**src/rtl/audio_bus_arbiter.sv**
```systemverilog
// Round-robin arbiter sharing one audio word bus among NUM_CH producers.
// Latches the chosen channel's word, holds it until accepted, then acks the requester.
module audio_bus_arbiter #(
    parameter int NUM_CH     = 4,
    parameter int CH_W       = (NUM_CH > 1) ? $clog2(NUM_CH) : 1,
    parameter int DATA_WIDTH = 32,
    parameter int TIMEOUT    = 255
) (
    input  logic                         i_clk,
    input  logic                         i_rst,
    input  logic [NUM_CH-1:0]            req,
    input  logic [NUM_CH*DATA_WIDTH-1:0] din,
    output logic [NUM_CH-1:0]            gnt,
    output logic                         bus_newin,
    output logic [DATA_WIDTH-1:0]        bus_dout,
    output logic [CH_W-1:0]              bus_ch,
    input  logic                         bus_rinc,
    output logic                         o_busy,
    output logic                         o_err,
    output logic [1:0]                   dbg_state
);

    // Bus handshake: bus_newin is a valid that stays high with bus_dout/bus_ch stable
    // until a cycle with bus_rinc=1 (ready); that cycle is the transfer.
    typedef enum logic [1:0] {
        IDLE = 2'd0,
        XFER = 2'd1,
        DONE = 2'd2
    } state_t;

    localparam logic [7:0]      WD_LAST  = 8'(TIMEOUT - 1);
    localparam logic [CH_W-1:0] LAST_CH  = CH_W'(NUM_CH - 1);
    localparam logic [CH_W:0]   NUM_CH_W = (CH_W + 1)'(NUM_CH);

    state_t          state;
    logic [CH_W-1:0] ptr;
    logic [7:0]      watchdog;

    logic            pick_valid;
    logic [CH_W-1:0] pick_ch;
    logic [CH_W:0]   scan_idx;
    logic [CH_W-1:0] next_ptr;

    assign dbg_state = state;

    // First requester at or after ptr, wrapping modulo NUM_CH.
    always_comb begin
        pick_valid = 1'b0;
        pick_ch    = '0;
        scan_idx   = '0;
        for (int i = 0; i < NUM_CH; i++) begin
            scan_idx = {1'b0, ptr} + (CH_W + 1)'(i);
            if (scan_idx >= NUM_CH_W) begin
                scan_idx = scan_idx - NUM_CH_W;
            end
            if (!pick_valid && req[scan_idx[CH_W-1:0]]) begin
                pick_valid = 1'b1;
                pick_ch    = scan_idx[CH_W-1:0];
            end
        end
    end

    assign next_ptr = (bus_ch == LAST_CH) ? '0 : bus_ch + CH_W'(1);

    always_ff @(posedge i_clk) begin
        if (i_rst) begin
            state     <= IDLE;
            ptr       <= '0;
            watchdog  <= '0;
            gnt       <= '0;
            bus_newin <= 1'b0;
            bus_dout  <= '0;
            bus_ch    <= '0;
            o_busy    <= 1'b0;
            o_err     <= 1'b0;
        end else begin
            case (state)
                IDLE: begin
                    if (pick_valid) begin
                        bus_dout  <= din[int'(pick_ch)*DATA_WIDTH +: DATA_WIDTH];
                        bus_ch    <= pick_ch;
                        bus_newin <= 1'b1;
                        watchdog  <= '0;
                        o_busy    <= 1'b1;
                        state     <= XFER;
                    end
                end
                XFER: begin
                    if (bus_rinc) begin
                        bus_newin <= 1'b0;
                        gnt       <= NUM_CH'(1) << bus_ch;
                        ptr       <= next_ptr;
                        state     <= DONE;
                    end else if (watchdog == WD_LAST) begin
                        // Abandon the word; the requester is skipped for this round.
                        bus_newin <= 1'b0;
                        o_err     <= 1'b1;
                        ptr       <= next_ptr;
                        state     <= DONE;
                    end else begin
                        watchdog <= watchdog + 8'd1;
                    end
                end
                DONE: begin
                    gnt    <= '0;
                    o_err  <= 1'b0;
                    o_busy <= 1'b0;
                    state  <= IDLE;
                end
                default: begin
                    state <= IDLE;
                end
            endcase
        end
    end

endmodule
```
**config.mk**
```make
export PLATFORM = sky130hd
export DESIGN_NAME = audio_bus_arbiter
export DESIGN_NICKNAME = d
export VERILOG_FILES = /design/src/rtl/audio_bus_arbiter.sv
export SDC_FILE = /design/constraint.sdc
export NUM_CORES = 1
export LEC_CHECK = 0
export BUFFER_PORTS_ARGS = -buffer_cell sky130_fd_sc_hd__buf_4
export CAP_MARGIN = 20
export CORE_MARGIN = 3
export CORE_UTILIZATION = 47
export DETAILED_ROUTE_END_ITERATION = 6
export GPL_ROUTABILITY_DRIVEN = 0
export PLACE_DENSITY = 0.93
export REMOVE_ABC_BUFFERS = 1
export SYNTH_ARGS = -nofsm -noshare
export SYNTH_HDL_FRONTEND = slang
export SYNTH_SLANG_ARGS = --single-unit
```
**constraint.sdc**
```tcl
create_clock -name i_clk -period 3.6 [get_ports i_clk]
set_input_delay 0.18 -clock i_clk [delete_from_list [all_inputs] [get_ports i_clk]]
set_output_delay 0.18 -clock i_clk [all_outputs]
set_load 0.02 [all_outputs]
```
### Yosys cells after proc, flatten, opt, wreduce, memory -nomap -nowiden

Cells that the tools add are included.

* add/sub/neg operators: 9
* $lt $le $gt $ge: 8
* eq/ne operators: 10
* shifts and indexed selects: 2
* multiplexer cells: 41
* reductions and logical operators: 19

Operators by type and width (number)
* $shiftx A128 B8 Y32: 1
* $mux W2: 14
* $mux W8: 3
* $pmux W8 S2: 1
* $mux W1: 13
* $lt A2 B3 Y1 const B: 4
* $ne A2 B2 Y1 const B: 5
* $reduce_and A2 Y1: 5
* $ge A3 B3 Y1 const B: 3
* $add A8 B1 Y8 const B: 1
* $bmux W1 S2: 4
* $eq A8 B8 Y1 const B: 1
* $pmux W4 S2: 1
* $reduce_bool A2 Y1: 4
* $sub A2 B1 Y2 const B: 4
* $add A2 B2 Y3 const B: 2
* $pmux W1 S2: 3
* $reduce_and A3 Y1: 2
* $eq A2 B2 Y1 const B: 2
* $mux W4: 1
* $pmux W2 S2: 1
* $reduce_and A4 Y1: 1
* $shl A1 B2 Y4 const A: 1
* $add A2 B1 Y3 const B: 1
* 7 further kinds: 11

* register bits after elaboration: 53
* output and inout port bits: 43

### Longest topological paths before layout

Gate-level depths: netlist of run 1.

* word-level depth: 16
* depth in mapped cells: 9
* mapped depth without buffers: 7

### Worst setup path after synthesis of run 1

No wires, ideal clock.

* path type: flip-flop to flip-flop
* start: register state[0], in the netlist dbg_state[0]
* end: register watchdog[0]
* library setup time: 128 ps
* data arrival time: 1698 ps
* required time: 3472 ps
* slack: 1774 ps
* cell stages (with the launch flop): 7
* period minus slack after synthesis: 1826 ps
* path through: dfxtp_1 ha_1 nand2b_1 a41oi_4 mux2_2 a22oi_1 nor2_1

* cells in the longest elaborated chain, start to end: 3
* elaborated cells on any way between the ends: 8

Ends and longest elaborated chain
* from (decl): RTL line 35 `state_t state;`
* from (signal assigned): RTL line 67 `state <= IDLE;`
* from (signal assigned): RTL line 85 `state <= XFER;`
* from (signal assigned): RTL line 93 `state <= DONE;`
* $eq A2 B1 Y1 or $logic_not A2 Y1 (tied branches): RTL line 77 `case (state)`
* $ne A2 B2 Y1 (no source line) or $reduce_bool A2 Y1 (tied branches)
* $reduce_and A4 Y1 (no source line)
* to (signal assigned): RTL line 101 `watchdog <= watchdog + 8'd1;`
* to (decl): RTL line 37 `logic [7:0] watchdog;`

Several ways; a longest one is shown, not always the timed one.
A chain may end at the register's enable or synchronous reset.

### Worst setup path in the final report of run 1

* start: register ptr[1]
* end: register bus_dout[23]

* cells in the longest elaborated chain, start to end: 15
* elaborated cells on any way between the ends: 39

Ends and longest elaborated chain
* from (decl): RTL line 36 `logic [CH_W-1:0] ptr;`
* from (signal assigned): RTL line 92 `ptr <= next_ptr;`
* from (signal assigned): RTL line 98 `ptr <= next_ptr;`
* branches (longest 15 deep; another with $add A2 B1 Y3)
* to (signal assigned): RTL line 80 `bus_dout <= din[int'(pick_ch)*DATA_WIDTH +: DATA_WIDTH];`
* to (decl): RTL line 15 `output logic [DATA_WIDTH-1:0] bus_dout,`

Parallel ways; which one is timed is not known. The select of a mux whose other input is x is not followed.

==> out/results.tsv, run 1 <==
metric	value	unit
post-synth cell types	40	
final cycle utilization of the critical path	0.6317	
power consumption	1.766	mW
peak clock frequency supported by timing	0.4398	GHz
type of the most critical hold path	in -> reg	
final routed wire length divided by cell count	18.07	µm
I/O pins	178	
number of cells upsized or downsized after cts	0	
top area cells in the synthesized netlist	sky130_fd_sc_hd__dfxtp_1, sky130_fd_sc_hd__mux2i_1, sky130_fd_sc_hd__o221ai_1	
setup tns final	0	ns
share of synthesized area occupied by flip-flops and latches	0.3523	
category of the worst setup path capture point	register	
number of placement rows	28	
Core ar.	6061	µm²
total grt overflow	0	
area delta synth->final	49.23	%
total die area	7405	µm²
post-synthesis instance area	3012	µm²
commonest register cell after synthesis	sky130_fd_sc_hd__dfxtp_1	
number of design rule violations left after detail routing	0	
flops & latches, synth	53	
via/cell ratio	5.703	
horizontal die dimension	86.05	µm
count of final max-slew check failures	0	
critical path required time	3.77	ns
Cell Pwr Density	393.0	nW/µm²
ANT nets after route	0	
post-detailed-placement cell area	4350	µm²
clock skew	0.01252	ns
worst setup slack after placement	1.267	ns
first-pass GRT wire length	15370	µm
static leakage	2.051	nW
drt first pass iters	4	
maximum number of pins on one net before global-route repair	39	
maximum vdd drop	0.2720	mV
count of nets after finishing	628	
Total Routing Usage GR	0.2559	
number of CTS-inserted buffers	5	
leading cell types in the layout, fill and taps excluded	sky130_fd_sc_hd__buf_4, sky130_fd_sc_hd__mux2i_1, sky130_fd_sc_hd__dfxtp_1, sky130_fd_sc_hd__nand2_1, sky130_fd_sc_hd__o221ai_1	
cell type with the largest total area after synthesis	sky130_fd_sc_hd__dfxtp_1	
share of the core filled with cells in the final layout	0.7415	
antenna fix cells	0	
final critical path time including I/O delays and setup	2.274	ns
cell internal power dissipation	1.197	mW
initial antenna violation count	0	
number of enable flip-flop cells after synthesis	0	
proportion of netlist area held by the largest area contributor	0.3523	
vertical extent of the die	86.05	µm
Slew headroom	0.5938	
vias in the first global route	3201	
asr flop ratio synth	0	
total half-perimeter wirelength after legalization and detailed placement	8022	µm
Max Buffers Root-to-Sink	2	
insertion delay of the later-clocked pin in the worst-skew pair	0.30	ns
total via count after detailed routing	3188	
outcome	complete, no violations	
number of clock sinks	53	
Root Driver	sky130_fd_sc_hd__clkbuf_8	
RSZ-0062 raised after global routing	no	
Least-Margin Pin Slew	0.6094	ns
number of failing setup endpoints in the final timing report	0	
Switch Pwr	0.5696	mW
Clock transition at path regs	0.10	ns
number of port buffers	177	
Synth Instances	315	
most frequent standard cell in the layout excluding fill and tap cells	sky130_fd_sc_hd__buf_4	
hold slack final	0.1753	ns
share of cells above drive strength 1	0.4070	
worst setup slack after layout	1.326	ns
nature of the critical path startpoint	register	
part of the total power dissipated in combinational logic	0.364	
number of hold violations in the final report	0	
Critical Path AT	2.45	ns
number of instances in the placed design	550	
Post CTS Setup Buffer Count	0	
final standard cell area without fillers	4494	µm²
CTS tree	done	
proportion of power drawn by flip-flops and latches	0.398	
number of warnings printed during yosys synthesis	0	
routed wire length	10100	µm
Clock Power Share	0.238	
initial core utilization	0.4969	
share of total power consumed by net switching	0.3225	
Hold-fix buffers, CTS	0	
Post-Syn Area per Cell	9.561	µm²
Iter 0 DRT Violations	153	
Maximum Capacitance Violations	0	
maximum net fanout on the critical path	38	
level count of the clock H-tree	2	
worst setup path class	reg -> reg	
number of standard cells in the final layout excluding fillers	559	
## kinds of logic after synthesis
group,synth area share
DFF,0.3523
AOI/OAI and AO/OA,0.1766
adders and majority gates,0.04155
muxes,0.2331
and+or+nand+nor,0.1359
xor gates and xnor gates,0.01163
buffers and inverters,0.04902
## layout make-up
type                       instances  area [µm²]
fill                             446        1567
sequential                        53        1061
inverter                           7       26.28
tap                               75       93.84
clock inverter                     1       30.03
multi-input combinational        235        1805
clock buffer                       7       86.33
timing repair buffer             181        1391
## final timing paths
kind,startpoint,to,slack (ns),cells after the start
worst max-delay path,ptr[1]$_SDFFE_PP0P_,bus_dout[23]$_SDFFE_PP0P_,1.33,6
worst min-delay path,i_rst,dbg_state[1]$_SDFFE_PP0P_,0.18,2
worst max register to register,ptr[1]$_SDFFE_PP0P_,bus_dout[23]$_SDFFE_PP0P_,1.33,6
worst min register to register,bus_dout[10]$_SDFFE_PP0P_,bus_dout[10]$_SDFFE_PP0P_,0.47,2
## cell usage after synthesis, types with 5 or more instances
| cell type | n |
|---|---|
| sky130_fd_sc_hd__buf_4 | 10 |
| sky130_fd_sc_hd__nand2_1 | 40 |
| sky130_fd_sc_hd__inv_1 | 7 |
| sky130_fd_sc_hd__mux2i_1 | 69 |
| sky130_fd_sc_hd__dfxtp_1 | 53 |
| sky130_fd_sc_hd__nand2b_1 | 6 |
| sky130_fd_sc_hd__o221ai_1 | 32 |
| sky130_fd_sc_hd__nor2_1 | 22 |
| sky130_fd_sc_hd__a21oi_1 | 11 |
| sky130_fd_sc_hd__buf_2 | 7 |
| sky130_fd_sc_hd__ha_1 | 10 |
| sky130_fd_sc_hd__a22oi_1 | 5 |
## metal layers
metal	global-route usage	vias to the layer above	wire length (µm)	share of wire
li1	-	1507	-	-
met1	0.2971	1495	3831	0.38
met2	0.4569	160	5270	0.52
met3	0.05283	26	720	0.071
met4	0.09928	0	280	0.028
met5	0	-	0	0
## flip-flops by register name, indices dropped and copies added, names as in the netlist
register / flops
bus_dout: 32
gnt: 4
watchdog: 8
ptr: 2
dbg_state: 2
bus_newin: 1
bus_ch: 2
o_err: 1
o_busy: 1
## worst max-delay path: stages, from the launching register on
cell and delay [ns]:
sky130_fd_sc_hd__dfxtp_1 0.43, sky130_fd_sc_hd__mux2i_1 0.24, sky130_fd_sc_hd__o22ai_2 0.15, sky130_fd_sc_hd__nor2_8 0.51
sky130_fd_sc_hd__buf_12 0.35, sky130_fd_sc_hd__mux2i_1 0.28, sky130_fd_sc_hd__o221ai_1 0.15
## power by group through the flow
stage                     Clock [mW]  Sequential [mW]  Combinational, mW
after global routing           0.456            0.711              0.682
after CTS                      0.422            0.702              0.638
after detailed placement           0            0.714              0.637
after global placement             0            0.712              0.615
final                          0.421            0.703              0.643
after floorplan                    0            0.792              0.250
No activity file was read; power rests on OpenSTA's default activity.
==> run 2, diff against run 1 <==
--- a/config.mk
+++ b/config.mk
@@ -8,10 +8,10 @@
 export BUFFER_PORTS_ARGS = -buffer_cell sky130_fd_sc_hd__buf_4
 export CAP_MARGIN = 20
 export CORE_MARGIN = 3
-export CORE_UTILIZATION = 47
+export CORE_UTILIZATION = 44
 export DETAILED_ROUTE_END_ITERATION = 6
 export GPL_ROUTABILITY_DRIVEN = 0
-export PLACE_DENSITY = 0.93
+export PLACE_DENSITY = 0.88
 export REMOVE_ABC_BUFFERS = 1
 export SYNTH_ARGS = -nofsm -noshare
 export SYNTH_HDL_FRONTEND = slang
==> constraint.sdc (replaced) <==
create_clock -name i_clk -period 2.2 [get_ports i_clk]
set_input_delay 0.11 -clock i_clk [delete_from_list [all_inputs] [get_ports i_clk]]
set_output_delay 0.11 -clock i_clk [all_outputs]
set_load 0.02 [all_outputs]
==> run 2 against run 1 <==
Effect of this change:
- hold slack got worse by 0.079 ns
- wire length shrank 9.6%
- power rose by 55%
- via count decreased by 3.4%
- register-to-register slack got worse by 1.1 ns
- global-route usage fell by 4.2 points
- largest power group unchanged
- highest routed layer unchanged
- cell area hardly changed
- final cell count up 1.1%
- clock power is 33% higher
- sequential power rose by 64%
- combinational power rose by 62%
==> out/results.tsv, run 2 (synthesis results as in run 1) <==
metric	value	unit
outcome	complete, no violations	
insertion delay of the later-clocked pin in the worst-skew pair	0.31	ns
most frequent standard cell in the layout excluding fill and tap cells	sky130_fd_sc_hd__buf_4	
Maximum Capacitance Violations	0	
worst reg2reg path endpoint	watchdog[4]$_SDFFE_PP0P_	
total die area	7873	µm²
delay of the slowest critical-path stage	0.36	ns
Root Driver	sky130_fd_sc_hd__clkbuf_8	
Total Routing Usage GR	0.2135	
number of clock sinks	53	
Iter 0 DRT Violations	76	
flip-flop count of the largest register, all copies and words added	32	
RSZ-0062 raised after global routing	no	
Slew headroom	0.6788	
vertical extent of the die	88.73	µm
Critical Path AT	2.20	ns
hold slack final	0.09609	ns
area delta synth->final	49.19	%
critical path required time	2.44	ns
vias in the first global route	3035	
total grt overflow	0	
nature of the critical path startpoint	register	
final cycle utilization of the critical path	0.8949	
maximum vdd drop	0.3402	mV
ANT nets after route	0	
count of final max-slew check failures	0	
final routed wire length divided by cell count	16.17	µm
horizontal die dimension	88.73	µm
I/O pins	178	
Max Buffers Root-to-Sink	2	
worst setup slack after layout	0.2312	ns
Cells on Worst Hold Path	3	
clock skew	0.009620	ns
number of placement rows	29	
worst setup path class	reg -> reg	
worst-case reg-to-reg path depth	7	
final standard cell area without fillers	4493	µm²
initial core utilization	0.4637	
drt first pass iters	4	
registers with the most flip-flops	bus_dout x32, watchdog x8, gnt x4	
setup tns final	0	ns
total via count after detailed routing	3080	
number of cells upsized or downsized after cts	0	
Hold-fix buffers, CTS	0	
Clock transition at path regs	0.10	ns
number of hold violations in the final report	0	
peak clock frequency supported by timing	0.5079	GHz
final critical path time including I/O delays and setup	1.969	ns
Slowest-stage cell, CP	sky130_fd_sc_hd__or3_1	
CTS tree	done	
via/cell ratio	5.451	
level count of the clock H-tree	2	
Critical Path, Cell by Cell	inv_1, ha_1, nand2b_1, a41oi_4, o21ai_2, or3_1, a21oi_1	
maximum net fanout on the critical path	9	
number of design rule violations left after detail routing	0	
post-detailed-placement cell area	4403	µm²
initial antenna violation count	0	
Least-Margin Pin Slew	0.4756	ns
Core ar.	6495	µm²
start of the worst register-to-register path	dbg_state[1]$_SDFFE_PP0P_	
Post CTS Setup Buffer Count	0	
total half-perimeter wirelength after legalization and detailed placement	7341	µm
number of port buffers	177	
routed wire length	9135	µm
category of the worst setup path capture point	register	
min-delay src	din[26]	
maximum number of pins on one net before global-route repair	41	
antenna fix cells	0	
type of the most critical hold path	in -> reg	
Cell Pwr Density	611.2	nW/µm²
number of CTS-inserted buffers	5	
count of nets after finishing	632	
share of cells above drive strength 1	0.4139	
Endpoint, Worst Hold	bus_dout[26]$_SDFFE_PP0P_	
first-pass GRT wire length	13350	µm
reg-to-reg slack, setup	0.23	ns
power consumption	2.746	mW
leading cell types in the layout, fill and taps excluded	sky130_fd_sc_hd__buf_4, sky130_fd_sc_hd__mux2i_1, sky130_fd_sc_hd__dfxtp_1, sky130_fd_sc_hd__nand2_1, sky130_fd_sc_hd__o221ai_1	
largest register by flop count	bus_dout	
number of failing setup endpoints in the final timing report	0	
worst setup slack after placement	0.2400	ns
static leakage	2.050	nW
-- run 2: cell types whose count changed in the layout (fill, tap and decap cells not counted) --
cell                         previous run  this run
sky130_fd_sc_hd__clkinvlp_4             0         1
sky130_fd_sc_hd__buf_4                179       183
sky130_fd_sc_hd__buf_12                 1         2
sky130_fd_sc_hd__buf_16                 1         0
sky130_fd_sc_hd__clkbuf_8               6         5
sky130_fd_sc_hd__clkbuf_1               1         0
sky130_fd_sc_hd__bufinv_16              1         0
sky130_fd_sc_hd__inv_6                  0         1
sky130_fd_sc_hd__clkinv_2               0         1
-- run 2: layout make-up --
type / count / area (µm²)
flip-flops and latches: 53 / 1061
inverters: 7 / 26.28
repair buffers: 185 / 1414
clock inverters: 3 / 21.27
clock buffers: 5 / 68.82
multi-input cells: 235 / 1805
well taps: 77 / 96.34
fillers: 518 / 2002
-- run 2: how the worst max path moves through the flow --
stage	depth (start not counted)	slack, ns	start	endpoint
5_1_grt	7	0.07	dbg_state[1]$_SDFFE_PP0P_	watchdog[4]$_SDFFE_PP0P_
3_3_place_gp	7	0.40	dbg_state[1]$_SDFFE_PP0P_	watchdog[4]$_SDFFE_PP0P_
4_1_cts	7	0.23	dbg_state[1]$_SDFFE_PP0P_	watchdog[4]$_SDFFE_PP0P_
2_1_floorplan	6	-0.23	dbg_state[0]$_SDFFE_PP0P_	bus_dout[0]$_SDFFE_PP0P_
6_report	7	0.23	dbg_state[1]$_SDFFE_PP0P_	watchdog[4]$_SDFFE_PP0P_
3_5_place_dp	7	0.24	dbg_state[1]$_SDFFE_PP0P_	watchdog[4]$_SDFFE_PP0P_
-- run 2: power by group --
group / total (mW) / internal [mW] / switching, mW
registers: 1.15 / 1.08 / 0.0701
logic: 1.04 / 0.519 / 0.524
clock network: 0.558 / 0.227 / 0.331
total: 2.75 / 1.82 / 0.925
-- run 2: critical path: cells and delay by family (launching register included) --
family                     cells  cell delay, ns
buffers and inverters          1            0.10
adders and majority gates      1            0.30
and+or+nand+nor                2            0.51
DFF                            1            0.35
AOI/OAI and AO/OA              3            0.63
-- run 2: per-stage QoR --
| step | std cells | utilization |
|---|---|---|
| after floorplan | 295 | - |
| after global placement | 557 | 0.6779 |
| after detailed placement | 557 | 0.6779 |
| after CTS | 565 | 0.6918 |
| after global routing | 565 | 0.6918 |
| final | 565 | 0.6918 |
-- run 2: layer usage --
metal	global-route usage	vias to the layer above	wire length [µm]
met5	0	-	0
met3	0.04562	15	692
met1	0.2369	1428	3502
met2	0.3981	120	4749
met4	0.07418	0	191
li1	-	1517	-
==> run 3, diff against run 2 <==
==> constraint.sdc (replaced) <==
create_clock -name i_clk -period 2.1 [get_ports i_clk]
set_input_delay 0.105 -clock i_clk [delete_from_list [all_inputs] [get_ports i_clk]]
set_output_delay 0.105 -clock i_clk [all_outputs]
set_load 0.02 [all_outputs]
==> run 3 against run 2 <==
Effect of this change:
- maximum frequency is 2.1% higher
- sequential power up 4%
- clock-buffer cell count up 3
==> out/results.tsv, run 3 (synthesis results as in run 1) <==
metric	value	unit
registers with the most flip-flops	bus_dout x32, watchdog x8, gnt x4	
power consumption	2.868	mW
RSZ-0062 raised after global routing	no	
total die area	7873	µm²
number of hold violations in the final report	0	
worst-case reg-to-reg path depth	6	
number of design rule violations left after detail routing	0	
most frequent standard cell in the layout excluding fill and tap cells	sky130_fd_sc_hd__buf_4	
Post CTS Setup Buffer Count	0	
category of the worst setup path capture point	register	
worst setup path class	reg -> reg	
initial core utilization	0.4637	
reg-to-reg slack, setup	0.17	ns
total half-perimeter wirelength after legalization and detailed placement	7584	µm
first-pass GRT wire length	13880	µm
share of total power consumed by net switching	0.3296	
Slew headroom	0.6855	
number of instances in the placed design	558	
vertical extent of the die	88.73	µm
I/O pins	178	
top cell family by delay on the critical path	multiplexers	
worst reg2reg path endpoint	bus_dout[7]$_SDFFE_PP0P_	
share of cells above drive strength 1	0.4110	
number of failing setup endpoints in the final timing report	0	
met3 wire length	712	µm
total grt overflow	0	
number of placement rows	29	
final critical path time including I/O delays and setup	1.928	ns
Switch Pwr	0.9453	mW
via/cell ratio	5.500	
leading cell types in the layout, fill and taps excluded	sky130_fd_sc_hd__buf_4, sky130_fd_sc_hd__mux2i_1, sky130_fd_sc_hd__dfxtp_1, sky130_fd_sc_hd__nand2_1, sky130_fd_sc_hd__o221ai_1	
count of final max-slew check failures	0	
Max Buffers Root-to-Sink	2	
critical path required time	2.26	ns
count of nets after finishing	633	
CTS tree	done	
number of standard cells in the final layout excluding fillers	566	
type of the most critical hold path	in -> reg	
Cell Pwr Density	634.7	nW/µm²
Clock Power Share	0.193	
clock skew	0.008309	ns
routed wire length	9333	µm
largest register by flop count	bus_dout	
proportion of power drawn by flip-flops and latches	0.420	
highest signal layer in the routed design	met4	
start of the worst register-to-register path	ptr[1]$_SDFFE_PP0P_	
outcome	complete, no violations	
cell internal power dissipation	1.922	mW
maximum vdd drop	0.3625	mV
area delta synth->final	50.02	%
crit path buf inv count	1	
number of CTS-inserted buffers	5	
level count of the clock H-tree	2	
Critical Path AT	2.09	ns
part of the total power dissipated in combinational logic	0.388	
static leakage	2.062	nW
initial antenna violation count	0	
wire length on met1	3462	µm
antenna fix cells	0	
peak clock frequency supported by timing	0.5188	GHz
nature of the critical path startpoint	register	
number of clock sinks	53	
Endpoint, Worst Hold	dbg_state[1]$_SDFFE_PP0P_	
maximum number of pins on one net before global-route repair	32	
Slowest-stage cell, CP	sky130_fd_sc_hd__dfxtp_1	
Iter 0 DRT Violations	87	
Root Driver	sky130_fd_sc_hd__clkbuf_8	
delay of the slowest critical-path stage	0.41	ns
Total Routing Usage GR	0.2187	
ANT nets after route	0	
Maximum Capacitance Violations	0	
Least-Margin Pin Slew	0.4669	ns
final cycle utilization of the critical path	0.9179	
met2 WL post-DR	5031	µm
Clock transition at path regs	0.10	ns
final routed wire length divided by cell count	16.49	µm
min-delay src	i_rst	
setup tns final	0	ns
vias in the first global route	3159	
Core ar.	6495	µm²
maximum net fanout on the critical path	21	
Crit path top cell by count	sky130_fd_sc_hd__mux2i_1	
number of port buffers	177	
Critical Path, Cell by Cell	mux2i_1, o22ai_2, nor2_8, buf_12, mux2i_1, o221ai_1	
flip-flop count of the largest register, all copies and words added	32	
horizontal die dimension	88.73	µm
Cells on Worst Hold Path	2	
insertion delay of the later-clocked pin in the worst-skew pair	0.29	ns
drt first pass iters	4	
total via count after detailed routing	3113	
[run 3: changes by cell type in the layout (fill, tap and decap cells not counted), sizes merged]
cell and delta:
clkinv -1, clkinvlp -1, clkbuf +3, buf +1, inv -1
[run 3: how the worst max path moves through the flow]
stage                               from                  endpoint  depth (start not counted)
6_report             ptr[1]$_SDFFE_PP0P_  bus_dout[7]$_SDFFE_PP0P_                          6
5_1_grt        dbg_state[1]$_SDFFE_PP0P_  watchdog[4]$_SDFFE_PP0P_                          7
4_1_cts        dbg_state[1]$_SDFFE_PP0P_  watchdog[7]$_SDFFE_PP0P_                          7
3_5_place_dp   dbg_state[1]$_SDFFE_PP0P_  watchdog[4]$_SDFFE_PP0P_                          7
2_1_floorplan  dbg_state[0]$_SDFFE_PP0P_  bus_dout[0]$_SDFFE_PP0P_                          6
3_3_place_gp   dbg_state[1]$_SDFFE_PP0P_  watchdog[0]$_SDFFE_PP0P_                          7
[run 3: per-stage QoR]
stage	utilization	setup slack, ns	hold WS (ns)	instance area (µm²)
after floorplan	-	-0.3287	0.1741	2890
after global placement	0.6829	0.3113	0.4081	4436
after detailed placement	0.6829	0.1818	0.4183	4436
after CTS	0.6952	0.1728	0.1116	4516
after global routing	0.6956	0.05303	0.1211	4518
final	0.6956	0.1724	0.1203	4518
[run 3: metal layers]
layer	up-vias	global-route usage
met5	-	0
met2	129	0.4190
li1	1510	-
met3	12	0.03445
met4	0	0.05769
met1	1462	0.2480
[run 3: power by group through the flow]
| stage | logic (mW) | clock network [mW] | registers [mW] |
|---|---|---|---|
| CTS | 1.12 | 0.564 | 1.20 |
| finish | 1.11 | 0.553 | 1.20 |
| global placement | 1.09 | 0 | 1.22 |
| floorplan | 0.428 | 0 | 1.36 |
| global route | 1.19 | 0.613 | 1.22 |
| detailed placement | 1.12 | 0 | 1.22 |
[run 3: repair_timing]
item / CTS / global route
hold buffers: 0 / 0
setup endpoints to repair: 0 / 2
gates resized for setup: 0 / 1
[run 3: cell type report]
cell class | instances | area [µm²]
fill | 525 | 1977
multi-input combinational | 235 | 1808
timing repair buffer | 186 | 1446
sequential | 53 | 1061
tap | 77 | 96.34
clock buffer | 8 | 80.08
inverter | 7 | 26.28
